[src/rtl/interrupt_controller.sv]
// Vectored interrupt controller: drains the pipeline, redirects to a per-source handler, returns on rti.
// Define IRQ_EDGE_CAPTURE_EN for rising-edge latched requests; the default build uses level requests.
module interrupt_controller #(
  parameter int          NUM_SRC       = 4,
  parameter logic [31:0] VECTOR_BASE   = 32'd1024,
  parameter logic [31:0] VECTOR_STRIDE = 32'd16,
  parameter int          FLUSH_CYCLES  = 3
) (
  input  logic               clk,
  input  logic               rst_n,
  input  logic [NUM_SRC-1:0] irq_src,
  input  logic [NUM_SRC-1:0] irq_en,
  input  logic               global_mask,
  input  logic               stall,
  input  logic [31:0]        epc_in,
  input  logic               rti,
  output logic               flush,
  output logic               take_vector,
  output logic [31:0]        vector_pc,
  output logic               ret_take,
  output logic [31:0]        epc_out,
  output logic [NUM_SRC-1:0] irq_ack,
  output logic [2:0]         active_id,
  output logic               in_service
);

  localparam logic [1:0] IDLE    = 2'd0;
  localparam logic [1:0] DRAIN   = 2'd1;
  localparam logic [1:0] VECTOR  = 2'd2;
  localparam logic [1:0] SERVICE = 2'd3;

  logic [1:0]         state_reg, state_next;
  logic [2:0]         cnt_reg, cnt_next;
  logic [2:0]         active_id_reg, active_id_next;
  logic [31:0]        epc_reg, epc_next;
  logic [NUM_SRC-1:0] pending;
  logic [NUM_SRC-1:0] eligible;
  logic               request;
  logic [2:0]         winner;

`ifdef IRQ_EDGE_CAPTURE_EN
  logic [NUM_SRC-1:0] pending_reg;
  logic [NUM_SRC-1:0] prev_reg;

  // A new edge in the same cycle as its acknowledge keeps the request pending.
  always_ff @(posedge clk or negedge rst_n) begin
    if (!rst_n) begin
      pending_reg <= '0;
      prev_reg    <= '0;
    end else begin
      prev_reg    <= irq_src;
      pending_reg <= (pending_reg & ~irq_ack) | (irq_src & ~prev_reg);
    end
  end

  assign pending = pending_reg;
`else
  assign pending = irq_src;
`endif

  assign eligible = pending & irq_en;
  assign request  = (|eligible) && !global_mask;

  always_comb begin
    winner = '0;
    for (int i = NUM_SRC - 1; i >= 0; i--) begin
      if (eligible[i]) winner = 3'(i);
    end
  end

  assign flush       = (state_reg == DRAIN);
  assign take_vector = (state_reg == VECTOR) && !stall;
  assign ret_take    = (state_reg == SERVICE) && rti;
  assign in_service  = (state_reg == SERVICE);
  assign active_id   = active_id_reg;
  assign epc_out     = epc_reg;
  assign vector_pc   = VECTOR_BASE + 32'(active_id_reg) * VECTOR_STRIDE;

  generate
    for (genvar gi = 0; gi < NUM_SRC; gi++) begin : g_ack
      assign irq_ack[gi] = take_vector && (active_id_reg == 3'(gi));
    end
  endgenerate

  always_comb begin
    state_next     = state_reg;
    cnt_next       = cnt_reg;
    active_id_next = active_id_reg;
    epc_next       = epc_reg;
    case (state_reg)
      IDLE: begin
        if (request) begin
          active_id_next = winner;
          cnt_next       = '0;
          state_next     = DRAIN;
        end
      end
      DRAIN: begin
        // Committed once entered: inputs cannot abort the drain.
        cnt_next = cnt_reg + 3'd1;
        if (cnt_reg == 3'(FLUSH_CYCLES - 1)) state_next = VECTOR;
      end
      VECTOR: begin
        if (!stall) begin
          epc_next   = epc_in;
          state_next = SERVICE;
        end
      end
      SERVICE: begin
        if (rti) state_next = IDLE;
      end
      default: state_next = IDLE;
    endcase
  end

  always_ff @(posedge clk or negedge rst_n) begin
    if (!rst_n) begin
      state_reg     <= IDLE;
      cnt_reg       <= '0;
      active_id_reg <= '0;
      epc_reg       <= '0;
    end else begin
      state_reg     <= state_next;
      cnt_reg       <= cnt_next;
      active_id_reg <= active_id_next;
      epc_reg       <= epc_next;
    end
  end

endmodule

[config.mk]
export PLATFORM = sky130hd
export DESIGN_NAME = interrupt_controller
export DESIGN_NICKNAME = d
export VERILOG_FILES = /design/src/rtl/interrupt_controller.sv
export SDC_FILE = /design/constraint.sdc
export NUM_CORES = 1
export LEC_CHECK = 0
export ABC_AREA = 1
export CAP_MARGIN = 30
export CORE_ASPECT_RATIO = 1.25
export CORE_UTILIZATION = 37
export CTS_CLUSTER_SIZE = 8
export DETAILED_ROUTE_END_ITERATION = 8
export PLACE_DENSITY_LB_ADDON = 0.08
export SETUP_SLACK_MARGIN = 0.05
export SLEW_MARGIN = 20
export SYNTH_ARGS = -nofsm -noshare
export SYNTH_HDL_FRONTEND = slang
export SYNTH_SLANG_ARGS = --single-unit
[constraint.sdc]
create_clock -name clk -period 1.4 [get_ports clk]
set_input_delay 0.21 -clock clk [delete_from_list [all_inputs] [get_ports clk]]
set_output_delay 0.21 -clock clk [all_outputs]
set_load 0.02 [all_outputs]
==> reports/metrics.cfg <==
[run_status]
status=complete, but fails checks
violations=setup timing

[critical_path]
critPathArrivalTime_ns=1.46
worstPathCellList=inv_2 > ha_4 > inv_4 > nor2_4 > inv_4 > nor3_4 > buf_6
rr_worst_depth=10
crit_path_end_kind=output port
critPathMaxFanout=5
required_ns=1.19
crit_top_cell=inv_4
crit_type=flop to output port
start_kind=flop
r2r_setup_slack_ns=-0.02
slowest_stage=dfrtp_1
r2r-start=state_reg[1]
rr_endpoint=state_reg[0]
crit_path_max_incr_delay_ns=0.39

[yosys]
synth_top_area_cell=dfrtp_1
async_flop_share_pct=100.0
syn_inst=244
synth_common_cells=nand2_1, dfrtp_1, buf_4
synth_area_sq_um=1974
synth-seq-cells=39
synth_warnings=0
netlist_top_cells_area=dfrtp_1, nand2_1, buf_4, ha_1, inv_1
postSynthAreaPerCell_sq_um=8.092
synthFlopType=dfrtp_1
synth_edf_count=0
synth_top_area_share_pct=49.43
synth.most_common_cell=nand2_1
ys_seq_area_share_pct=49.43
yosysUniqueCellTypes=18

[placement]
port-buffer-count=88
routabilityCongestion=0.7960
dpl.hpwl_mm=3.248

[cts]
clk_latency_ns=0.28
clock-root-buffer=clkbuf_8
cts_sinks=39
cts_made_buffers=5
clk_pin_slew_worst_paths_ns=0.07
cts_buffer_depth=2
htree_num_levels=2
tritoncts=yes

[drt]
vias=1735
post_drt_wl_per_cell_um=11.12
drt.antenna.violating_nets=0
wl_mm=4.572
drtIter0Drc=52
vias_per_cell=4.221
drc=0
firstDrtPassIters=4

[finish]
multi_input_area_sq_um=884.6
drive_gt1_share_pct=16.62
nFillCells=514
area_growth_pct=55.07
largest_register_ffs=32
fin_nets=400
seq_area_sq_um=975.9
diodes=0

[power_and_ir_drop]
total_power_uw=5975
power.leakage_uw=0.001678
ir_worst_vdd_mv=1.090
p_per_area_nw_per_um2=1951

[die]
floorplan.rows=29
start_util_pct=38.59
dieWidth_um=67.34
core_region_area_sq_um=5116
dieArea_sq_um=5634
io-pin-count=120
fp.dieH_um=83.67

[hold_path]
hold_depth=2
hold_path.class=flop to flop
hold-path-endpoint=epc_out[24]
hp-start=epc_out[24]

[grt]
grt_pass1_vias=1614
grt_max_degree=40
grt_use_total_pct=16.74
grt_pass1_wl_mm=7.155
antenna_found_initial=0
grt_overflow=0

[sta]
fin_crit_ns=1.671
min_period_over_period_pct=119.3
fmax_mhz=598.6
fin_ws_ns=-0.2705
setup_viol=12
slew_violations=0
timing.hold.ws_ns=0.4644
hold_violations=0
rsz0062_at_grt=yes
finClkSkew_ns=0.004631

[job]
drv_cap=0

-- metal layers --
layer | routed length, um | GRT usage, %
met4 | 43 | 5.222
met2 | 2390 | 29.91
met3 | 358 | 4.508
met1 | 1780 | 18.51
met5 | 0 | 0
-- layout by cell type (no fill, tap or decap), types with 2 or more instances in the layout --
master,count
nand2_1,119
clkdlybuf4s50_1,43
dfrtp_1,39
dlygate4sd2_1,32
conb_1,31
buf_4,18
inv_1,9
buf_6,8
nand3_1,7
clkbuf_8,6
nor3_4,4
nor2_2,3
ha_4,3
clkbuf_2,3
inv_2,2
inv_4,2
o21ai_0,2
a21oi_1,2
nand2_2,2
ha_1,2
buf_2,2
-- worst max path at each step --
stage	slack (ns)	from	end
4_1_cts	-0.30	state_reg[0]	irq_ack[3]
2_1_floorplan	-0.07	state_reg[0]	irq_ack[0]
3_5_place_dp	-0.53	stall	irq_ack[1]
6_report	-0.27	state_reg[0]	irq_ack[3]
5_1_grt	-0.36	state_reg[0]	irq_ack[3]
3_3_place_gp	-0.51	stall	irq_ack[3]
-- worst max-delay path, delay by kind of cell (launching register included) --
kind | cells | cell delay [ns]
buffers and inverters | 4 | 0.35
flip-flops | 1 | 0.39
adder cells (fa/ha/maj) | 1 | 0.14
AND/OR/NAND/NOR | 2 | 0.31
-- cell type report --
cell class / count / area share (%)
clock buffer: 6 / 2.697
clock inverter: 1 / 0.1635
inverter: 13 / 1.757
multi-input combinational: 182 / 28.89
sequential: 39 / 31.88
tap: 62 / 2.534
timing repair buffer: 108 / 32.08
-- where the power goes --
part | leakage (uW) | total (uW) | internal (uW) | switching (uW)
combinational | 0.00114 | 3340 | 1370 | 1970
clock | 0.0000470 | 749 | 386 | 362
sequential | 0.000490 | 1890 | 1640 | 253
-- metrics by stage --
step	instances	utilization (%)	setup TNS [ns]	instance area, sq um	setup WS, ns
6_report	411	59.84	-1.298	3062	-0.2705
3_5_place_dp	400	57.03	-8.944	2918	-0.5302
2_1_floorplan	273	-	-0.2785	2128	-0.06963
5_1_grt	411	59.84	-4.573	3062	-0.3621
4_1_cts	411	59.75	-1.837	3057	-0.2993
3_3_place_gp	400	57.03	-8.270	2918	-0.5085
-- kinds of logic after synthesis --
| group | Yosys count | synth area share (%) |
|---|---|---|
| compound gates | 5 | 1.267 |
| simple gates | 139 | 27.82 |
| flops | 39 | 49.43 |
| buf+inv | 52 | 16.86 |
| fa+ha+maj | 6 | 3.802 |
| xor+xnor | 1 | 0.4437 |
| other cells | 2 | 0.3804 |
-- timing repair --
action | CTS | global route
pin swaps | 4 | 1
setup endpoints to repair | 83 | 49
setup buffers | 5 | 0
hold endpoints to repair | 11 | 0
gates cloned | 0 | 0
hold buffers | 1 | 0
gates resized for setup | 100 | 10
No activity file was read; power rests on OpenSTA's default activity.
